--- config.mk ---
export PLATFORM = sky130hd
export DESIGN_NAME = coherence_bus_ctrl_flat
export DESIGN_NICKNAME = d
export VERILOG_FILES = /design/src/rtl/coherence_bus_ctrl_pkg.sv /design/src/rtl/coherence_bus_ctrl_if.sv /design/src/rtl/bus_rr_arbiter.sv /design/src/rtl/coherence_bus_ctrl.sv /design/src/flat_wrapper.sv
export SDC_FILE = /design/constraint.sdc
export NUM_CORES = 1
export LEC_CHECK = 0
export BUFFER_PORTS_ARGS = -buffer_cell sky130_fd_sc_hd__buf_2
export CORE_AREA = 2 2 198 200
export DETAILED_ROUTE_END_ITERATION = 12
export DIE_AREA = 0 0 200 202
export PLACE_DENSITY = 0.34
export SYNTH_ARGS = -nofsm -noshare
export SYNTH_HDL_FRONTEND = slang
export SYNTH_SLANG_ARGS = --single-unit
--- constraint.sdc ---
create_clock -name CLK -period 1.8 [get_ports CLK]
set_clock_uncertainty 0.15 [all_clocks]
set_input_delay 0.18 -clock CLK [delete_from_list [all_inputs] [get_ports CLK]]
set_output_delay 0.18 -clock CLK [all_outputs]
set_load 0.01 [all_outputs]
--- src/rtl/coherence_bus_ctrl_pkg.sv ---
// Shared cpu types: bus word, RAM status encoding and cache block geometry.
// Two-word (8-byte) blocks; word 0 at offset 0, word 1 at offset 4.
package coherence_bus_ctrl_pkg;

  typedef logic [31:0] word_t;

  typedef enum logic [1:0] {
    FREE   = 2'd0,
    BUSY   = 2'd1,
    ACCESS = 2'd2,
    ERROR  = 2'd3
  } ramstate_t;

  localparam word_t WORD0_OFF  = 32'h0000_0000;
  localparam word_t WORD1_OFF  = 32'h0000_0004;
  localparam word_t BLOCK_MASK = 32'hFFFF_FFF8;

  // Base address of the block containing a byte address.
  function automatic word_t block_addr(input word_t addr);
    return addr & BLOCK_MASK;
  endfunction

endpackage

--- src/rtl/coherence_bus_ctrl_if.sv ---
// Core-side and RAM-side signal bundle of the coherence bus controller.
// master: the controller's view; slave: the cores' and RAM's view.
interface coherence_bus_ctrl_if #(
  parameter int CPUS = 2
);
  import coherence_bus_ctrl_pkg::*;

  // instruction fetch
  logic [CPUS-1:0]  iREN;
  word_t [CPUS-1:0] iaddr;
  logic [CPUS-1:0]  iwait;
  word_t [CPUS-1:0] iload;
  // data access
  logic [CPUS-1:0]  dREN;
  logic [CPUS-1:0]  dWEN;
  word_t [CPUS-1:0] daddr;
  word_t [CPUS-1:0] dstore;
  logic [CPUS-1:0]  dwait;
  word_t [CPUS-1:0] dload;
  // coherence
  logic [CPUS-1:0]  cctrans;
  logic [CPUS-1:0]  ccwrite;
  logic [CPUS-1:0]  ccwait;
  logic [CPUS-1:0]  ccinv;
  word_t [CPUS-1:0] ccsnoopaddr;
  // RAM
  logic      ramREN;
  logic      ramWEN;
  word_t     ramaddr;
  word_t     ramstore;
  word_t     ramload;
  ramstate_t ramstate;

  modport master (
    input  iREN, iaddr, dREN, dWEN, daddr, dstore, cctrans, ccwrite, ramload, ramstate,
    output iwait, iload, dwait, dload, ccwait, ccinv, ccsnoopaddr,
           ramREN, ramWEN, ramaddr, ramstore
  );

  modport slave (
    output iREN, iaddr, dREN, dWEN, daddr, dstore, cctrans, ccwrite, ramload, ramstate,
    input  iwait, iload, dwait, dload, ccwait, ccinv, ccsnoopaddr,
           ramREN, ramWEN, ramaddr, ramstore
  );

endinterface

--- src/rtl/bus_rr_arbiter.sv ---
// Picks one core for the next data transaction: writebacks beat coherence requests.
// Latency: combinational grant; priority pointer updates on the cycle the grant is taken.
// Backpressure: none; the grant is only consumed when grant_en is high.
module bus_rr_arbiter #(
  parameter int CPUS = 2
) (
  input  logic            CLK,
  input  logic            nRST,
  input  logic [CPUS-1:0] wb_req,
  input  logic [CPUS-1:0] cc_req,
  input  logic            grant_en,
  output logic            grant_vld,
  output logic            grant_core,
  output logic            grant_wb
);

  logic            ptr;
  logic [CPUS-1:0] cls;

  // Highest-priority request class wins; ties inside the class go to ptr.
  always_comb begin
    grant_wb   = |wb_req;
    cls        = grant_wb ? wb_req : cc_req;
    grant_vld  = |cls;
    grant_core = (cls[0] & cls[1]) ? ptr : cls[1];
  end

  // Pointer flips after every granted transaction so a contending core goes next.
  always_ff @(posedge CLK or negedge nRST) begin
    if (!nRST) begin
      ptr <= 1'b0;
    end else if (grant_en && grant_vld) begin
      ptr <= ~ptr;
    end
  end

endmodule

--- src/rtl/coherence_bus_ctrl.sv ---
// Two-core snooping bus controller: arbitrates writebacks, coherence misses and fetches onto one RAM.
// Latency: IDLE->ARB->SNOOP then one word per RAM ACCESS cycle; fetches one word from IDLE.
// Backpressure: ramstate other than ACCESS (ERROR included) holds the state; cores stall on dwait/iwait.
module coherence_bus_ctrl
  import coherence_bus_ctrl_pkg::*;
#(
  parameter int CPUS = 2  // only 2 cores are supported
) (
  input logic                  CLK,
  input logic                  nRST,
  coherence_bus_ctrl_if.master bus
);

  typedef enum logic [3:0] {
    IDLE, ARB, SNOOP, WB1, WB2, C2C1, C2C2, LD1, LD2, IFETCH
  } state_t;

  state_t          state, next_state;
  logic            gnt_core, next_gnt_core;
  logic            gnt_ccwrite, next_gnt_ccwrite;
  logic            if_core, next_if_core;
  logic [CPUS-1:0] wb_req, cc_req, data_req;
  logic            arb_vld, arb_core, arb_wb, arb_take;
  logic            snp;
  logic            access;

  // A core raising dWEN is evicting, even if it also has a coherence request pending.
  assign wb_req   = bus.dWEN;
  assign cc_req   = bus.cctrans & ~bus.dWEN;
  assign data_req = bus.dREN | bus.dWEN;
  assign snp      = ~gnt_core;
  assign access   = (bus.ramstate == ACCESS);

  bus_rr_arbiter #(.CPUS(CPUS)) u_arb (
    .CLK       (CLK),
    .nRST      (nRST),
    .wb_req    (wb_req),
    .cc_req    (cc_req),
    .grant_en  (arb_take),
    .grant_vld (arb_vld),
    .grant_core(arb_core),
    .grant_wb  (arb_wb)
  );

  // State and latched grant; reset drops any transaction in flight.
  always_ff @(posedge CLK or negedge nRST) begin
    if (!nRST) begin
      state       <= IDLE;
      gnt_core    <= 1'b0;
      gnt_ccwrite <= 1'b0;
      if_core     <= 1'b0;
    end else begin
      state       <= next_state;
      gnt_core    <= next_gnt_core;
      gnt_ccwrite <= next_gnt_ccwrite;
      if_core     <= next_if_core;
    end
  end

  // Next state and all bus outputs; waiting cores see wait=1 until their word lands.
  always_comb begin
    next_state       = state;
    next_gnt_core    = gnt_core;
    next_gnt_ccwrite = gnt_ccwrite;
    next_if_core     = if_core;
    arb_take         = 1'b0;

    bus.iwait       = bus.iREN;
    bus.iload       = '0;
    bus.dwait       = data_req;
    bus.dload       = '0;
    bus.ccwait      = '0;
    bus.ccinv       = '0;
    bus.ccsnoopaddr = '0;
    bus.ramREN      = 1'b0;
    bus.ramWEN      = 1'b0;
    bus.ramaddr     = '0;
    bus.ramstore    = '0;

    case (state)
      IDLE: begin
        if (|(bus.cctrans | bus.dWEN)) begin
          next_state = ARB;
        end else if (|bus.iREN) begin
          next_state   = IFETCH;
          next_if_core = ~bus.iREN[0];
        end
      end

      ARB: begin
        if (arb_vld) begin
          arb_take         = 1'b1;
          next_gnt_core    = arb_core;
          next_gnt_ccwrite = bus.ccwrite[arb_core];
          next_state       = arb_wb ? WB1 : SNOOP;
        end else begin
          next_state = IDLE;
        end
      end

      WB1, WB2: begin
        bus.ramWEN          = 1'b1;
        bus.ramaddr         = bus.daddr[gnt_core];
        bus.ramstore        = bus.dstore[gnt_core];
        bus.dwait[gnt_core] = ~access;
        if (access) next_state = (state == WB1) ? WB2 : IDLE;
      end

      SNOOP: begin
        bus.ccwait[snp]      = 1'b1;
        bus.ccsnoopaddr[snp] = bus.daddr[gnt_core];
        bus.ccinv[snp]       = gnt_ccwrite;
        if (bus.cctrans[snp]) next_state = bus.ccwrite[snp] ? C2C1 : LD1;
      end

      // Snooper owns the dirty block: its words go to the requester and back to RAM.
      C2C1, C2C2: begin
        bus.ccwait[snp]      = 1'b1;
        bus.ccsnoopaddr[snp] = bus.daddr[gnt_core];
        bus.ramWEN           = 1'b1;
        bus.ramaddr          = bus.daddr[snp];
        bus.ramstore         = bus.dstore[snp];
        bus.dload[gnt_core]  = bus.dstore[snp];
        bus.dwait[gnt_core]  = ~access;
        bus.dwait[snp]       = data_req[snp] & ~access;
        if (access) next_state = (state == C2C1) ? C2C2 : IDLE;
      end

      LD1, LD2: begin
        bus.ccwait[snp]      = 1'b1;
        bus.ccsnoopaddr[snp] = bus.daddr[gnt_core];
        bus.ramREN           = 1'b1;
        bus.ramaddr          = block_addr(bus.daddr[gnt_core]) +
                               ((state == LD1) ? WORD0_OFF : WORD1_OFF);
        bus.dload[gnt_core]  = bus.ramload;
        bus.dwait[gnt_core]  = ~access;
        if (access) next_state = (state == LD1) ? LD2 : IDLE;
      end

      IFETCH: begin
        bus.ramREN         = 1'b1;
        bus.ramaddr        = bus.iaddr[if_core];
        bus.iload[if_core] = bus.ramload;
        bus.iwait[if_core] = ~access;
        if (access) next_state = IDLE;
      end

      default: next_state = IDLE;
    endcase
  end

endmodule

--- src/flat_wrapper.sv ---
// flat-port wrapper written by rule: the top's interface ports become plain ports
module coherence_bus_ctrl_flat import coherence_bus_ctrl_pkg::*;
#(
  parameter int CPUS = 2                               
)
  (CLK, nRST, bus_iREN, bus_iaddr, bus_dREN, bus_dWEN, bus_daddr, bus_dstore, bus_cctrans, bus_ccwrite, bus_ramload, bus_ramstate, bus_iwait, bus_iload, bus_dwait, bus_dload, bus_ccwait, bus_ccinv, bus_ccsnoopaddr, bus_ramREN, bus_ramWEN, bus_ramaddr, bus_ramstore);
  coherence_bus_ctrl_if #(.CPUS(CPUS)) bus_i ();
  input logic CLK;
  input logic nRST;
  input wire logic [$bits(bus_i.iREN)-1:0] bus_iREN;
  input wire logic [$bits(bus_i.iaddr)-1:0] bus_iaddr;
  input wire logic [$bits(bus_i.dREN)-1:0] bus_dREN;
  input wire logic [$bits(bus_i.dWEN)-1:0] bus_dWEN;
  input wire logic [$bits(bus_i.daddr)-1:0] bus_daddr;
  input wire logic [$bits(bus_i.dstore)-1:0] bus_dstore;
  input wire logic [$bits(bus_i.cctrans)-1:0] bus_cctrans;
  input wire logic [$bits(bus_i.ccwrite)-1:0] bus_ccwrite;
  input wire logic [$bits(bus_i.ramload)-1:0] bus_ramload;
  input wire logic [$bits(bus_i.ramstate)-1:0] bus_ramstate;
  output wire logic [$bits(bus_i.iwait)-1:0] bus_iwait;
  output wire logic [$bits(bus_i.iload)-1:0] bus_iload;
  output wire logic [$bits(bus_i.dwait)-1:0] bus_dwait;
  output wire logic [$bits(bus_i.dload)-1:0] bus_dload;
  output wire logic [$bits(bus_i.ccwait)-1:0] bus_ccwait;
  output wire logic [$bits(bus_i.ccinv)-1:0] bus_ccinv;
  output wire logic [$bits(bus_i.ccsnoopaddr)-1:0] bus_ccsnoopaddr;
  output wire logic [$bits(bus_i.ramREN)-1:0] bus_ramREN;
  output wire logic [$bits(bus_i.ramWEN)-1:0] bus_ramWEN;
  output wire logic [$bits(bus_i.ramaddr)-1:0] bus_ramaddr;
  output wire logic [$bits(bus_i.ramstore)-1:0] bus_ramstore;
  assign bus_i.iREN = bus_iREN;
  assign bus_i.iaddr = bus_iaddr;
  assign bus_i.dREN = bus_dREN;
  assign bus_i.dWEN = bus_dWEN;
  assign bus_i.daddr = bus_daddr;
  assign bus_i.dstore = bus_dstore;
  assign bus_i.cctrans = bus_cctrans;
  assign bus_i.ccwrite = bus_ccwrite;
  assign bus_i.ramload = bus_ramload;
  assign bus_i.ramstate = bus_ramstate;
  assign bus_iwait = bus_i.iwait;
  assign bus_iload = bus_i.iload;
  assign bus_dwait = bus_i.dwait;
  assign bus_dload = bus_i.dload;
  assign bus_ccwait = bus_i.ccwait;
  assign bus_ccinv = bus_i.ccinv;
  assign bus_ccsnoopaddr = bus_i.ccsnoopaddr;
  assign bus_ramREN = bus_i.ramREN;
  assign bus_ramWEN = bus_i.ramWEN;
  assign bus_ramaddr = bus_i.ramaddr;
  assign bus_ramstore = bus_i.ramstore;
  coherence_bus_ctrl #(.CPUS(CPUS)) u_core (.CLK(CLK), .nRST(nRST), .bus(bus_i));
endmodule
Word level (Yosys, flattened, before mapping)
Cells that the tools add are included.

word-level totals
  register bits after elaboration = 8
  bits of input ports = 238
  output and inout bits = 266
  logic and storage cells = 127

cells by class
  $add $sub $neg = 1
  magnitude comparators = 7
  equality and inequality tests = 16
  mux-type cells = 63
  bitwise operators = 16
  reductions and logical operators = 19

operators by type and width
  cell                  number
  $mux W32              13
  $and A64 B64 Y64      4
  $mux W64              2
  $pmux W32 S4          1
  $pmux W64 S2          1
  $demux W32 S1         3
  $pmux W32 S2          1
  $mux W4               9
  $add A32 B32 Y32      1
  $pmux W4 S7           1
  $mux W1               17
  $eq A4 B3 Y1 const B  4
  $reduce_or A2 Y1      7
  $mux W2               5
  $ne A2 B1 Y1 const B  5
  $mux W3               3
  $eq A4 B2 Y1 const B  2
  $eq A4 B4 Y1 const B  2
  $lt A1 B2 Y1 const B  4
  $reduce_or A4 Y1      2
  $bwmux W2             3
  $reduce_and A6 Y1     1
  $not A1 Y1            5
  $reduce_or A5 Y1      1
  other kinds (15)      25

Logic depth before layout (Yosys ltp)
  depth in word-level cells = 7
  mapped depth = 8
  gate-level depth less buffers = 5

By module
Synthesis repeated with hierarchy kept, for this count alone.

second synthesis, totals
  cells, all modules = 718
  area total of the unflattened synthesis = 4539.4 µm²

by module, submodules not included
  module              instances  cells each  area each (µm²)  sequential area each (µm²)
  coherence_bus_ctrl  1          709         4461.8           175.2
  bus_rr_arbiter      1          9           77.6             25.0

Worst setup path after synthesis
Ideal clock, no wire load.

  path kind = reg2out
  start = register u_core.state[1]
  end = output bus_ramstore[14]
  arrival time = 1.635 ns
  required time = 1.470 ns
  path slack = -0.165 ns
  cell stages (with the launch flop) = 7
  path through = dfrtp_1 -> or3b_1 -> a21oi_2 -> buf_4 -> buf_4 -> a221oi_1 -> a31oi_1

between the ends
  longest elaborated chain between the ends = 3
  elaborated cells on any way between the ends = 7
  those cells by class = 4 x eq/ne; 1 x mux; 2 x reduce/logical

ends and longest elaborated chain
  item                                                 RTL line                  source
  start: declaration                                   coherence_bus_ctrl.sv:18  state_t state, next_state;
  start signal: assignment                             coherence_bus_ctrl.sv:53  state <= next_state;
  $eq A4 B3 Y1 / $eq A4 B2 Y1 (equally long branches)  coherence_bus_ctrl.sv:80  case (state)
  $reduce_or A2 Y1                                     coherence_bus_ctrl.sv:80
  $pmux W32 S2 (*)                                     coherence_bus_ctrl.sv:80
  end: declaration                                     flat_wrapper.sv:30        output wire logic [$bits(bus_i.ramstore)-1:0] bus_ramstore;

Every way passes the cells marked *; elsewhere a longest branch is shown, timed or not.

Final worst setup path
  start = register u_core.state[0]
  end = output bus_ramaddr[11]

between the ends
  longest elaborated chain between the ends = 4
  elaborated cells on any way between the ends = 13
  those cells by class = 1 x add/sub; 7 x eq/ne; 2 x mux; 3 x reduce/logical

ends and longest elaborated chain
  item              RTL line                                             source
  $eq A4 B3 Y1      coherence_bus_ctrl.sv:80, coherence_bus_ctrl.sv:134
  $mux W3           coherence_bus_ctrl.sv:134                            ((state == LD1) ? WORD0_OFF : WORD1_OFF);
  $add A32 B32 Y32  coherence_bus_ctrl.sv:133                            bus.ramaddr = block_addr(bus.daddr[gnt_core]) +
  $pmux W32 S4 (*)  coherence_bus_ctrl.sv:80
  end: declaration  flat_wrapper.sv:29                                   output wire logic [$bits(bus_i.ramaddr)-1:0] bus_ramaddr;

Marked as above.

==> impl_results.html <==
<table>
<tr><th>Metric</th><th>Value</th></tr>
<tr><th colspan="2">Yosys</th></tr>
<tr><td>Top area cells in the synthesized netlist</td><td>sky130_fd_sc_hd__and2_1, sky130_fd_sc_hd__mux2i_1, sky130_fd_sc_hd__a221oi_1</td></tr>
<tr><td>Fraction of synthesized cell area taken by the top area cell type</td><td>between 10% and 20%</td></tr>
<tr><td>Post-synth top area cell</td><td>sky130_fd_sc_hd__and2_1</td></tr>
<tr><td>Syn_nets</td><td>approximately 950</td></tr>
<tr><td>Most instantiated library cell after synthesis</td><td>sky130_fd_sc_hd__nand2_1</td></tr>
<tr><td>Sequential-to-total area share from yosys stat</td><td>4.557%</td></tr>
<tr><td>Share of flip-flops with an asynchronous set or reset after synthesis</td><td>100.0%</td></tr>
<tr><td>Number of flops mapped to enable cells by yosys</td><td>0</td></tr>
<tr><td>Synthesis Warnings</td><td>0</td></tr>
<tr><td>Top FF cell, synth</td><td>sky130_fd_sc_hd__dfrtp_1</td></tr>
<tr><td>Post-synthesis cell count</td><td>714</td></tr>
<tr><td>Most frequent cells after synthesis</td><td>sky130_fd_sc_hd__nand2_1, sky130_fd_sc_hd__and2_1, sky130_fd_sc_hd__a21oi_1, sky130_fd_sc_hd__mux2i_1, sky130_fd_sc_hd__a221oi_1</td></tr>
<tr><td>Yosys cell types</td><td>45</td></tr>
<tr><td>Total standard cell area after synthesis</td><td>about 4400 sq um</td></tr>
<tr><td>Synthesized flop and latch total</td><td>8</td></tr>
<tr><td>Synthesized area per cell</td><td>6.153 sq um</td></tr>
<tr><th colspan="2">Power and ir drop</th></tr>
<tr><td>Switching part of the total power</td><td>51.19%</td></tr>
<tr><td>Comb power frac</td><td>95.2%</td></tr>
<tr><td>Highest ir drop seen on vdd</td><td>609.2 uV</td></tr>
<tr><td>Sequential share of power</td><td>2.5%</td></tr>
<tr><td>Internal portion of total power</td><td>slightly above 8 mW</td></tr>
<tr><td>Power per standard cell area</td><td>1586 nW/um^2</td></tr>
<tr><td>Static leakage</td><td>5.084 nW</td></tr>
<tr><td>Clock power frac</td><td>2.3%</td></tr>
<tr><td>Switching power</td><td>8.442 mW</td></tr>
<tr><td>Post-layout power</td><td>16.49 mW</td></tr>
<tr><th colspan="2">Route</th></tr>
<tr><td>DRT Wirelength</td><td>approximately 34 mm</td></tr>
<tr><td>First DRT Iteration DRCs</td><td>332</td></tr>
<tr><td>Via count</td><td>7,875</td></tr>
<tr><td>Detailed Routing Iterations Pass 1</td><td>5</td></tr>
<tr><td>Via density</td><td>roughly 4.3</td></tr>
<tr><td># DRC</td><td>0</td></tr>
<tr><td>Antenna-violating nets left</td><td>0</td></tr>
<tr><td>Wire length per cell after detailed routing</td><td>around 19 microns</td></tr>
<tr><th colspan="2">Floorplanning</th></tr>
<tr><td>Initial cell density of the core</td><td>~11%</td></tr>
<tr><td>Core Rows</td><td>slightly above 70</td></tr>
<tr><td>Boundary pin count</td><td>between 500 and 600</td></tr>
<tr><td>Total core area</td><td>38,290 sq um</td></tr>
<tr><td>Width of the chip</td><td>around 200 microns</td></tr>
<tr><td>Total Die Area</td><td>between 40,000 and 50,000 sq um</td></tr>
<tr><td>Die height</td><td>202 microns</td></tr>
<tr><th colspan="2">Worst setup path</th></tr>
<tr><td>Data arrival, critical path</td><td>2.11 ns</td></tr>
<tr><td>Library cell contributing the largest single delay on the critical path</td><td>sky130_fd_sc_hd__or3b_4</td></tr>
<tr><td>Critical path class</td><td>flip-flop to output port</td></tr>
<tr><td>Most Frequent Cell on Critical Path</td><td>sky130_fd_sc_hd__buf_4</td></tr>
<tr><td>Flop2flop setup slack</td><td>-0.20 ns</td></tr>
<tr><td>Cells along the critical path</td><td>or3b_4 &gt; a21oi_4 &gt; buf_4 &gt; nor2_4 &gt; buf_12 &gt; buf_4 &gt; o21ai_4 &gt; buf_6</td></tr>
<tr><td>Reg2Reg Launch Point</td><td>u_core.state[3]</td></tr>
<tr><td>Capture point of the worst reg-to-reg path</td><td>u_core.state[2]</td></tr>
<tr><td>Maximum cell stage delay along the critical path</td><td>roughly 0.43 ns</td></tr>
<tr><td>Data required time at the worst endpoint</td><td>1.47 ns</td></tr>
<tr><td>Endpoint kind of the worst setup timing path</td><td>output port</td></tr>
<tr><td>Crit path launch type</td><td>flip-flop</td></tr>
<tr><td>Largest fanout of any net on the critical path</td><td>10</td></tr>
<tr><td>Worst Reg2Reg Path Length in Cells</td><td>7</td></tr>
<tr><th colspan="2">Global routing</th></tr>
<tr><td>Wire length of the first global-routing pass</td><td>45.82 mm</td></tr>
<tr><td>Maximum number of pins on one net before global-route repair</td><td>46</td></tr>
<tr><td>Remaining Overflow, GRT</td><td>0</td></tr>
<tr><td>All-layer global routing usage</td><td>14.83%</td></tr>
<tr><td>Via count of the first global-routing pass</td><td>7,493</td></tr>
<tr><td>Number of antenna violations at the first check in global routing</td><td>1</td></tr>
<tr><th colspan="2">Timing</th></tr>
<tr><td>Final-report hold violation count</td><td>0</td></tr>
<tr><td>Period minus WS final</td><td>2.436 ns</td></tr>
<tr><td>Upper clock frequency limit</td><td>410.5 MHz</td></tr>
<tr><td>Max_slew headroom</td><td>67.14%</td></tr>
<tr><td>Final sum of negative setup slack</td><td>-120.72 ns</td></tr>
<tr><td>Pin slew with the least headroom to its limit</td><td>a little under 0.5 ns</td></tr>
<tr><td>Final Cycle Share</td><td>135.3%</td></tr>
<tr><td>Final-report setup violation count</td><td>269</td></tr>
<tr><td>Number of pins exceeding their max-slew limit in the final report</td><td>0</td></tr>
<tr><td>Final critical-path setup slack</td><td>-0.6358 ns</td></tr>
<tr><td>Setup repair after global routing missed its margin</td><td>true</td></tr>
<tr><td>Worst-case hold slack</td><td>0.05343 ns</td></tr>
<tr><th colspan="2">Final layout</th></tr>
<tr><td>Count of non-filler cells in the finished layout</td><td>1,821</td></tr>
<tr><td>Synthesis-to-layout area growth</td><td>136.7%</td></tr>
<tr><td>Final core utilization</td><td>27.16%</td></tr>
<tr><td>Fraction of final layout cells with drive strength greater than 1</td><td>about two thirds</td></tr>
<tr><td>Final layout net count</td><td>1,541</td></tr>
<tr><th colspan="2">Clocking</th></tr>
<tr><td>Library cell used as clock root buffer</td><td>sky130_fd_sc_hd__clkbuf_16</td></tr>
<tr><td>Worst-Skew Late Latency</td><td>~0.23 ns</td></tr>
<tr><td>TritonCTS clock tree</td><td>built</td></tr>
<tr><td>CTS HTree Levels</td><td>1</td></tr>
<tr><td>Buffer levels on the longest clock path</td><td>2</td></tr>
<tr><td>Worst-path clk slew</td><td>0.04 ns</td></tr>
<tr><td>Total number of clock tree sinks</td><td>8</td></tr>
<tr><td>Number of buffers created by CTS</td><td>3</td></tr>
<tr><th colspan="2">Worst hold path</th></tr>
<tr><td>Worst hold path type</td><td>input pin to flip-flop</td></tr>
<tr><td>Hold worst-path end</td><td>u_core.if_core</td></tr>
<tr><td>Worst Min Path Start</td><td>bus_iREN[0]</td></tr>
<tr><td>Instance count along the most critical hold path</td><td>2</td></tr>
<tr><th colspan="2">Placed design</th></tr>
<tr><td>Hpwl dp</td><td>roughly 26 mm</td></tr>
<tr><td>Number of instances in the placed design</td><td>1,774</td></tr>
<tr><td>PortBufs</td><td>503</td></tr>
<tr><td>Weighted congestion at the end of routability-driven global placement</td><td>0.8712</td></tr>
<tr><th colspan="2">Job</th></tr>
<tr><td>Number of max-capacitance violations reported</td><td>0</td></tr>
<tr><th colspan="2">Outcome</th></tr>
<tr><td>Violated checks</td><td>setup timing</td></tr>
<tr><td>Status</td><td>complete, but fails checks</td></tr>
</table>
==> worst max-delay path by stage <==
stage               startpoint  cells after the start              end  slack (ns)
4_1_cts        u_core.state[1]                      7  bus_ramstore[6]       -0.61
2_1_floorplan  u_core.state[0]                      6  bus_ramstore[0]       -0.11
5_1_grt        u_core.state[0]                      7  bus_ramstore[4]       -0.69
3_5_place_dp   u_core.state[3]                      8  bus_ramaddr[13]       -0.50
6_report       u_core.state[0]                      8  bus_ramaddr[11]       -0.64
3_3_place_gp   u_core.state[3]                      8  bus_ramaddr[13]       -0.54
==> metal layers <==
layer | share of wire, % | global-route usage (%) | vias up
met1 | 42 | 18.09 | 3751
met2 | 51 | 28.10 | 333
met3 | 5.7 | 1.602 | 20
met4 | 1.6 | 2.196 | 0
met5 | 0 | 0 | -
li1 | - | - | 3771
==> power by group through the flow <==
stage	clock (mW)	combinational [mW]	sequential, mW
after floorplan	0	7.44	0.337
after global placement	0	13.1	0.399
after detailed placement	0	13.1	0.402
after CTS	0.397	14.9	0.409
after global routing	0.404	16.9	0.430
final	0.387	15.7	0.410
==> critical path, delay by kind of cell (launching register included) <==
family | cells | cell delay (ns)
AND/OR/NAND/NOR | 2 | 0.48
buffers and inverters | 4 | 0.58
AO/OA/AOI/OAI | 2 | 0.39
flip-flops | 1 | 0.41
==> placed cells by master (no fill, tap or decap), types with 21 or more instances in the layout <==
cell	Yosys	final
sky130_fd_sc_hd__and2_4	0	37
sky130_fd_sc_hd__buf_12	0	27
sky130_fd_sc_hd__a221oi_2	0	30
sky130_fd_sc_hd__nor2_1	41	28
sky130_fd_sc_hd__buf_2	28	462
sky130_fd_sc_hd__mux2i_1	63	63
sky130_fd_sc_hd__buf_6	1	60
sky130_fd_sc_hd__a221oi_1	61	29
sky130_fd_sc_hd__and2_1	128	91
sky130_fd_sc_hd__buf_4	10	87
sky130_fd_sc_hd__nand2_1	138	106
sky130_fd_sc_hd__a21oi_2	1	63
sky130_fd_sc_hd__nand2_2	0	21
sky130_fd_sc_hd__a31oi_1	32	24
==> layout make-up <==
class / instances / area, sq um
Sequential cell: 8 / 205.2
Inverter: 1 / 3.754
Clock buffer: 4 / 78.83
Multi-Input combinational cell: 631 / 4825
Timing Repair Buffer: 658 / 4637
Tap cell: 518 / 648.1
Antenna cell: 1 / 2.502
Fill cell: 4242 / 27890
==> through the flow <==
step	setup slack, ns	instance area [sq um]
floorplan	-0.1127	4870
global placement	-0.5405	8708
detailed placement	-0.4968	8708
CTS	-0.6110	9643
global route	-0.6870	10400
finish	-0.6358	10400
==> what timing repair did <==
item,4_1_cts,5_1_grt
endpoints found under the hold margin,8,0
gates cloned,7,8
hold buffers,1,0
setup endpoints to repair,269,270
pin swaps,22,46
buffers inserted,15,14
resized for setup,125,111
==> cells by family after synthesis <==
family | Yosys count | synth area share (%)
muxes | 66 | 15.12
DFF | 8 | 4.557
AOI/OAI and AO/OA | 227 | 33.44
xor gates and xnor gates | 1 | 0.1994
and+or+nand+nor | 336 | 38.37
buffers and inverters | 76 | 8.316
==> flip-flops by register name, indices dropped and copies added (netlist names) <==
signal              cells
u_core.gnt_ccwrite      1
u_core.state            4
u_core.u_arb.ptr        1
u_core.gnt_core         1
u_core.if_core          1
Power figures use the tool's default switching activity.
